[src/rtl/imem_loader_if.sv]
// Byte-stream program load handshake plus instruction-memory write port and load status.
// The loader is the slave of the byte stream; the host/programmer side is the master.
interface imem_loader_if #(
  parameter int unsigned ADDR_WIDTH = 6
);
  logic                  start;
  logic                  byte_valid;
  logic [7:0]            byte_data;
  logic                  byte_last;
  logic                  byte_ready;
  logic                  mem_we;
  logic [31:0]           mem_addr;
  logic [31:0]           mem_wdata;
  logic [ADDR_WIDTH:0]   words_loaded;
  logic                  done;
  logic                  error;
  logic                  cpu_reset;

  modport master (
    output start, byte_valid, byte_data, byte_last,
    input  byte_ready, mem_we, mem_addr, mem_wdata, words_loaded, done, error, cpu_reset
  );

  modport slave (
    input  start, byte_valid, byte_data, byte_last,
    output byte_ready, mem_we, mem_addr, mem_wdata, words_loaded, done, error, cpu_reset
  );
endinterface

[src/rtl/imem_loader.sv]
// Packs a little-endian byte stream into 32-bit words and writes them to instruction memory,
// holding the CPU in reset until the whole program is resident.
module imem_loader #(
  parameter int unsigned ADDR_WIDTH = 6
) (
  input  logic         clk,
  input  logic         reset,
  imem_loader_if.slave bus
);

  typedef enum logic [2:0] {
    S_IDLE,
    S_LOAD,
    S_WRITE,
    S_DONE,
    S_ERROR
  } state_t;

  state_t              state_q, state_d;
  logic [1:0]          idx_q, idx_d;
  logic [31:0]         buf_q, buf_d;
  logic [ADDR_WIDTH:0] cnt_q, cnt_d;
  logic                last_q, last_d;

  always_comb begin
    state_d = state_q;
    idx_d   = idx_q;
    buf_d   = buf_q;
    cnt_d   = cnt_q;
    last_d  = last_q;
    case (state_q)
      S_IDLE, S_DONE, S_ERROR: begin
        if (bus.start) begin
          state_d = S_LOAD;
          idx_d   = '0;
          buf_d   = '0;
          cnt_d   = '0;
          last_d  = 1'b0;
        end
      end
      S_LOAD: begin
        if (bus.byte_valid) begin
          buf_d[{idx_q, 3'b000} +: 8] = bus.byte_data;
          idx_d = idx_q + 2'd1;
          if (bus.byte_last) begin
            last_d = 1'b1;
          end
          if (idx_q == 2'd3 || bus.byte_last) begin
            state_d = S_WRITE;
          end
        end
      end
      S_WRITE: begin
        cnt_d = cnt_q + (ADDR_WIDTH + 1)'(1);
        buf_d = '0;
        idx_d = '0;
        // A final word that exactly fills memory is a success, so last wins over full.
        if (last_q) begin
          state_d = S_DONE;
        end else if (cnt_q[ADDR_WIDTH-1:0] == '1) begin
          state_d = S_ERROR;
        end else begin
          state_d = S_LOAD;
        end
      end
      default: state_d = S_IDLE;
    endcase
  end

  always_ff @(posedge clk or posedge reset) begin
    if (reset) begin
      state_q <= S_IDLE;
      idx_q   <= '0;
      buf_q   <= '0;
      cnt_q   <= '0;
      last_q  <= 1'b0;
    end else begin
      state_q <= state_d;
      idx_q   <= idx_d;
      buf_q   <= buf_d;
      cnt_q   <= cnt_d;
      last_q  <= last_d;
    end
  end

  assign bus.byte_ready   = (state_q == S_LOAD);
  assign bus.mem_we       = (state_q == S_WRITE);
  assign bus.done         = (state_q == S_DONE);
  assign bus.error        = (state_q == S_ERROR);
  assign bus.cpu_reset    = (state_q != S_DONE);
  assign bus.mem_addr     = 32'({cnt_q[ADDR_WIDTH-1:0], 2'b00});
  assign bus.mem_wdata    = buf_q;
  assign bus.words_loaded = cnt_q;

endmodule
[src/flat_wrapper.sv]
// flat-port wrapper written by rule: the top's interface ports become plain ports
module imem_loader_flat 
#(
  parameter int unsigned ADDR_WIDTH = 6
)
  (clk, reset, bus_start, bus_byte_valid, bus_byte_data, bus_byte_last, bus_byte_ready, bus_mem_we, bus_mem_addr, bus_mem_wdata, bus_words_loaded, bus_done, bus_error, bus_cpu_reset);
  imem_loader_if #(.ADDR_WIDTH(ADDR_WIDTH)) bus_i ();
  input  logic clk;
  input  logic reset;
  input wire logic [$bits(bus_i.start)-1:0] bus_start;
  input wire logic [$bits(bus_i.byte_valid)-1:0] bus_byte_valid;
  input wire logic [$bits(bus_i.byte_data)-1:0] bus_byte_data;
  input wire logic [$bits(bus_i.byte_last)-1:0] bus_byte_last;
  output wire logic [$bits(bus_i.byte_ready)-1:0] bus_byte_ready;
  output wire logic [$bits(bus_i.mem_we)-1:0] bus_mem_we;
  output wire logic [$bits(bus_i.mem_addr)-1:0] bus_mem_addr;
  output wire logic [$bits(bus_i.mem_wdata)-1:0] bus_mem_wdata;
  output wire logic [$bits(bus_i.words_loaded)-1:0] bus_words_loaded;
  output wire logic [$bits(bus_i.done)-1:0] bus_done;
  output wire logic [$bits(bus_i.error)-1:0] bus_error;
  output wire logic [$bits(bus_i.cpu_reset)-1:0] bus_cpu_reset;
  assign bus_i.start = bus_start;
  assign bus_i.byte_valid = bus_byte_valid;
  assign bus_i.byte_data = bus_byte_data;
  assign bus_i.byte_last = bus_byte_last;
  assign bus_byte_ready = bus_i.byte_ready;
  assign bus_mem_we = bus_i.mem_we;
  assign bus_mem_addr = bus_i.mem_addr;
  assign bus_mem_wdata = bus_i.mem_wdata;
  assign bus_words_loaded = bus_i.words_loaded;
  assign bus_done = bus_i.done;
  assign bus_error = bus_i.error;
  assign bus_cpu_reset = bus_i.cpu_reset;
  imem_loader #(.ADDR_WIDTH(ADDR_WIDTH)) u_core (.clk(clk), .reset(reset), .bus(bus_i));
endmodule
[config.mk]
export PLATFORM = sky130hd
export DESIGN_NAME = imem_loader_flat
export DESIGN_NICKNAME = d
export VERILOG_FILES = /design/src/rtl/imem_loader_if.sv /design/src/rtl/imem_loader.sv /design/src/flat_wrapper.sv
export SDC_FILE = /design/constraint.sdc
export NUM_CORES = 1
export LEC_CHECK = 0
export CAP_MARGIN = 20
export CORE_UTILIZATION = 25
export CTS_BUF_LIST = sky130_fd_sc_hd__clkbuf_16
export CTS_CLUSTER_SIZE = 28
export DETAILED_ROUTE_END_ITERATION = 8
export GPL_TIMING_DRIVEN = 0
export SYNTH_ARGS = -nofsm -noshare
export SYNTH_HDL_FRONTEND = slang
export SYNTH_SLANG_ARGS = --single-unit
[constraint.sdc]
create_clock -name clk -period 4.86 [get_ports clk]
set_clock_uncertainty 0.05 [all_clocks]
set_input_delay 0.972 -clock clk [delete_from_list [all_inputs] [get_ports clk]]
set_output_delay 0.972 -clock clk [all_outputs]
set_load 0.05 [all_outputs]
Yosys cells after proc, flatten, opt, wreduce, memory -nomap -nowiden
Index checks and enable logic that the tools add are counted.

storage, ports and cells
  bits of input ports = 13
  output and inout bits = 76
  bits in registers = 45
  word-level logic and storage cells = 50

operators by class
  equality and inequality tests = 11
  reductions and logical operators = 10
  muxes and demuxes = 19
  shift-type cells = 2
  add/sub/neg operators = 3

operators with widths
  cell                                                                     count
  32-bit case mux with 3 select lines                                      1
  32-bit 2-to-1 mux                                                        2
  32-bit bitwise mux                                                       1
  8-bit by 7-bit variable shift with 32-bit output, first input constant   1
  8-bit by 7-bit indexed part select with 32-bit output                    1
  3-bit 2-to-1 mux                                                         5
  7-bit case mux with 2 select lines                                       1
  3-bit case mux with 3 select lines                                       1
  7-bit by 1-bit adder with 7-bit output, second input constant            1
  7-bit 2-to-1 mux                                                         1
  5-bit negator with 7-bit output                                          1
  3-bit by 2-bit == test with 1-bit output, second input constant          2
  6-bit == test, second input constant                                     1
  2-bit inequality test, second input constant                             3
  2-bit case mux with 3 select lines                                       1
  3-bit AND reduction                                                      2
  2-bit 2-to-1 mux                                                         2
  4-bit AND reduction                                                      1
  2-bit nonzero test                                                       2
  3-bit by 1-bit == test with 1-bit output, second input constant          1
  3-bit == test, second input constant                                     1
  3-bit logical NOT                                                        1
  1-bit 2-to-1 mux                                                         3
  3-bit by 2-bit inequality test with 1-bit output, second input constant  1
  other kinds (8)                                                          8

Longest topological paths before layout
Gate-level depths: netlist of the first run.

  word-level depth = 5
  mapped depth = 7

Worst setup path before layout of the first run
Ideal clock, no wire load.

  path type = reg2out
  start = register u_core.state_q[1]
  end = output bus_error
  stages on the path, launching flop included = 3
  data arrival time = 1.675 ns
  path buffers = 1
  path slack = 2.163 ns
  required time = 3.838 ns
  cells stage by stage = dfrtp_1 buf_2 nor3_1

between the ends
  longest elaborated chain between the ends = 1

ends and longest elaborated chain
  element                 RTL line            text
  start, declared         imem_loader.sv:19   state_t state_q, state_d;
  start signal, assigned  imem_loader.sv:78   state_q <= state_d;
  3-bit == test           imem_loader.sv:89   assign bus.error = (state_q == S_ERROR);
  end, declared           flat_wrapper.sv:20  output wire logic [$bits(bus_i.error)-1:0] bus_error;

No other way between the ends.

Worst setup path in the final report of the first run
  start = register u_core.state_q[0]
  end = output bus_mem_we

between the ends
  longest elaborated chain between the ends = 1

ends and longest elaborated chain
  element                                   RTL line            text
  3-bit by 2-bit == test with 1-bit output  imem_loader.sv:87   assign bus.mem_we = (state_q == S_WRITE);
  end, declared                             flat_wrapper.sv:15  output wire logic [$bits(bus_i.mem_we)-1:0] bus_mem_we;

No other way between the ends.

==> impl_results.md, run 1 <==
- Status: finished clean
- Clock Path Buffers: 2
- Synthesis-stage register bit count: 45
- Die H: 101 microns
- # diodes: 0
- Largest net degree at the start of global routing: 40
- FF-to-FF path depth: 6
- Cts hold-fix bufs: 0
- Final #Nets: 363
- Fraction of layout cells with a size suffix above 1: 17.2%
- Via density: roughly 4.2
- CP endpoint kind: primary output
- Hold Path Class: register to register
- Place WS: around 1800 ps
- R2r setup slk: 2740 ps
- Tmin final: between 3000 and 4000 ps
- Synth area leader: dfrtp_1
- Number of iterations in the first detailed-routing pass: 4
- Seq/Total Area, Yosys: roughly 46%
- CP Max Fanout: 9
- Initial antenna violation count: 0
- Max Cap Viol: 0
- Slew @ Worst Pin: 580 ps
- WHS Path Cells: 2
- Synth unique cells: 35
- Post-route ant nets: 0
- Dpl hpwl: 4450 microns
- Final period utilization: between 70% and 80%
- Fmax: between 200 and 300 MHz
- Critical path launch point: u_core.state_q[0]
- Buffers and inverters on the worst path: 3
- DRC marker count from the first detailed-route iteration: a little under 60
- Global-route wire length before repair: 9800 microns
- Cell Rows: 35
- Clk slew on worst S/H paths: roughly 60 ps
- Post-CTS setup buffer count: 0
- Clock root buffer: clkbuf_16
- Crit Path Class: register to primary output
- Setup_tns: 0 ps
- Hold Path Origin: u_core.bus.mem_wdata[15]
- Critical register-to-register path startpoint: u_core.idx_q[0]
- EDFF count, synth: 0
- Clk_lat worst skew: 290 ps
- Boundary Pins: 89
- Synth Instances: ~250
- Vias in the first global route: 1935
- Fin. max-slew vios: 0
- CTS tree: yes
- Worst hold path endpoint: u_core.bus.mem_wdata[15]
- Vias: 1983
- Leak: 1.53 nW
- CP top delay family: buffers and inverters
- Setup slack after layout: about 1400 ps
- Die Area: between 0.01 and 0.015 sq mm
- Yosys top cell area share: between 40% and 50%
- DIE WIDTH: 101 microns
- WP data required: between 3000 and 4000 ps
- Final hold vios: 0
- Crit-path cells: or3b_2, buf_2, inv_1, clkdlybuf4s50_1
- Starting Density: 26.0%
- WP data arrival: ~2400 ps
- Crit-path max cell delay: roughly 800 ps
- Worst VDD drop: approximately 0.26 mV
- GRT overflow: 0
- Synth async-reset ratio: 100%
- PD cells: roughly 520 mW/mm^2
- CTS resizes: 0
- Core Region: between 0.009 and 0.01 sq mm
- H-tree depth: 2
- Total GRT Usage: roughly an eighth
- Slowest CP cell: clkdlybuf4s50_1
- Final wirelength: slightly below 6000 microns
- Layout overhead on the synthesized area: 43.4%
- Wire length per cell: 12.4 microns
- Synth top area cells: dfrtp_1 (46%), buf_4 (11%), nand2_1 (9.0%), o21ai_1 (4.1%), ha_1 (3.6%)
- Final setup vio count: 0
- Worst R2R End: u_core.bus.mem_wdata[3]
- CTS Buf Count: 5
- Mapped Area: ~0.0024 sq mm
- Ys Warns: 0
- RSZ-0062 raised after global routing: no
- PortBufs: between 60 and 70
- Ys flop type: dfrtp_1
- Worst setup SP type: register
- CTS Sinks: 45
- Mean Syn Cell Area: slightly below 10 sq um
- Rel. slew slack: 61.4%
- Gp weighted congestion: ~0.77
- DRC Markers: 0
==> area by class of cell <==
cell class	instances	area (sq um)
Fill cell	975	5850
Multi-Input combinational cell	181	1080
Sequential cell	45	1130
Buffer	39	284
Clock buffer	5	125
Inverter	9	33.8
Tap cell	129	161
Timing Repair Buffer	62	631
Clock inverter	3	42.5
==> metrics by stage <==
| step | util (%) | area, sq um | instances | total power [mW] | hold slack (ps) |
|---|---|---|---|---|---|
| global route | 37.3 | 3480 | 473 | 1.92 | 459 |
| finish | 37.3 | 3480 | 473 | 1.81 | 435 |
| global placement | 35.3 | 3290 | 464 | 1.41 | 419 |
| detailed placement | 35.5 | 3310 | 465 | 1.43 | 425 |
| floorplan | - | 2520 | 274 | 1.18 | 398 |
| CTS | 37.3 | 3480 | 473 | 1.82 | 440 |
==> worst reg2reg max path, cell delays in order (launching register included) <==
cell and delay, ps:
dfrtp_1 540, inv_1 160, ha_1 400, inv_1 100, nand4_1 90, nor2_1 470
a22o_1 240
==> power by group <==
part           switching, mW  internal [mW]  leakage [nW]  total [mW]
logic                  0.605          0.312         0.828       0.916
clock network          0.145          0.242        0.0852       0.387
registers             0.0659          0.437         0.617       0.503
total                  0.816          0.990          1.53        1.81
==> placed cells by master, fill, tap and decap left out, types with 2 or more instances in the layout <==
master / Yosys / final
o21ai_1: 20 / 20
nor2b_1: 2 / 2
nand3_1: 4 / 4
inv_1: 9 / 9
a22o_1: 9 / 9
buf_4: 36 / 36
a32o_1: 2 / 2
a31oi_1: 3 / 3
dfrtp_1: 45 / 45
o21ai_0: 16 / 16
o41ai_1: 2 / 2
clkbuf_16: 0 / 5
nor3_1: 3 / 3
clkdlybuf4s50_1: 0 / 61
buf_2: 2 / 2
a221oi_4: 3 / 3
ha_1: 7 / 7
and4b_1: 3 / 3
nand4_1: 2 / 2
a21oi_1: 3 / 3
nor2_1: 4 / 4
conb_1: 1 / 26
nand2_1: 58 / 58
nor4_4: 2 / 2
==> kinds of logic after synthesis <==
kind of cell,after synthesis,synth area share [%]
AOI/OAI and AO/OA,62,18.2
adders and majority gates,7,3.61
buffers and inverters,48,13.1
DFF,45,46.4
other,1,0.154
and+or+nand+nor,86,18.6
==> how the worst max path moves through the flow <==
stage / to / slack, ps / cells after the start
3_3_place_gp: bus_mem_we / 1780 / 4
5_1_grt: bus_mem_we / 1370 / 4
6_report: bus_mem_we / 1450 / 4
2_1_floorplan: bus_error / 2160 / 2
3_5_place_dp: bus_mem_we / 1780 / 4
4_1_cts: bus_mem_we / 1450 / 4
==> registers in the layout (all words and copies together) (netlist names) <==
name and count:
u_core.bus.mem_wdata 32, u_core.bus.words_loaded 7, u_core.state_q 3, u_core.idx_q 2, u_core.last_q 1
==> routing by layer <==
layer | wire, microns | track usage [%] | vias up
met4 | 44 | 2.34 | 0
li1 | - | - | 996
met1 | 2740 | 16.4 | 916
met5 | 0 | 0 | -
met3 | 341 | 3.40 | 6
met2 | 2760 | 20.7 | 65
==> synthesized netlist by cell type (4+ instances only) <==
| library cell | number |
|---|---|
| nand2_1 | 58 |
| dfrtp_1 | 45 |
| buf_4 | 36 |
| o21ai_1 | 20 |
| o21ai_0 | 16 |
| a22o_1 | 9 |
| inv_1 | 9 |
| ha_1 | 7 |
| nand3_1 | 4 |
| nor2_1 | 4 |
Power figures use the tool's default switching activity.
==> run 2: changes to the inputs <==
- clock period: 4.86 -> 3.5 ns (I/O delays scaled with it)
==> results of run 2 <==
Same layout as run 1 (identical final DEF). Status: finished clean.
Main changes from that run: setup slack after placement 1780 ps -> 689 ps; setup slack after layout 1450 ps -> 361 ps; register-to-register setup slack 2740 ps -> 1380 ps; total power 1.81 mW -> 2.51 mW; worst IR drop on VDD 0.260 mV -> 0.361 mV
==> run 3: changes to the inputs <==
- SKIP_CTS_REPAIR_TIMING: unset -> 1
==> results of run 3 <==
Same layout as run 1 (identical final DEF). Status: finished clean.
Main changes from that run: setup slack after placement 1780 ps -> 689 ps; setup slack after layout 1450 ps -> 361 ps; register-to-register setup slack 2740 ps -> 1380 ps; total power 1.81 mW -> 2.51 mW; worst IR drop on VDD 0.260 mV -> 0.361 mV
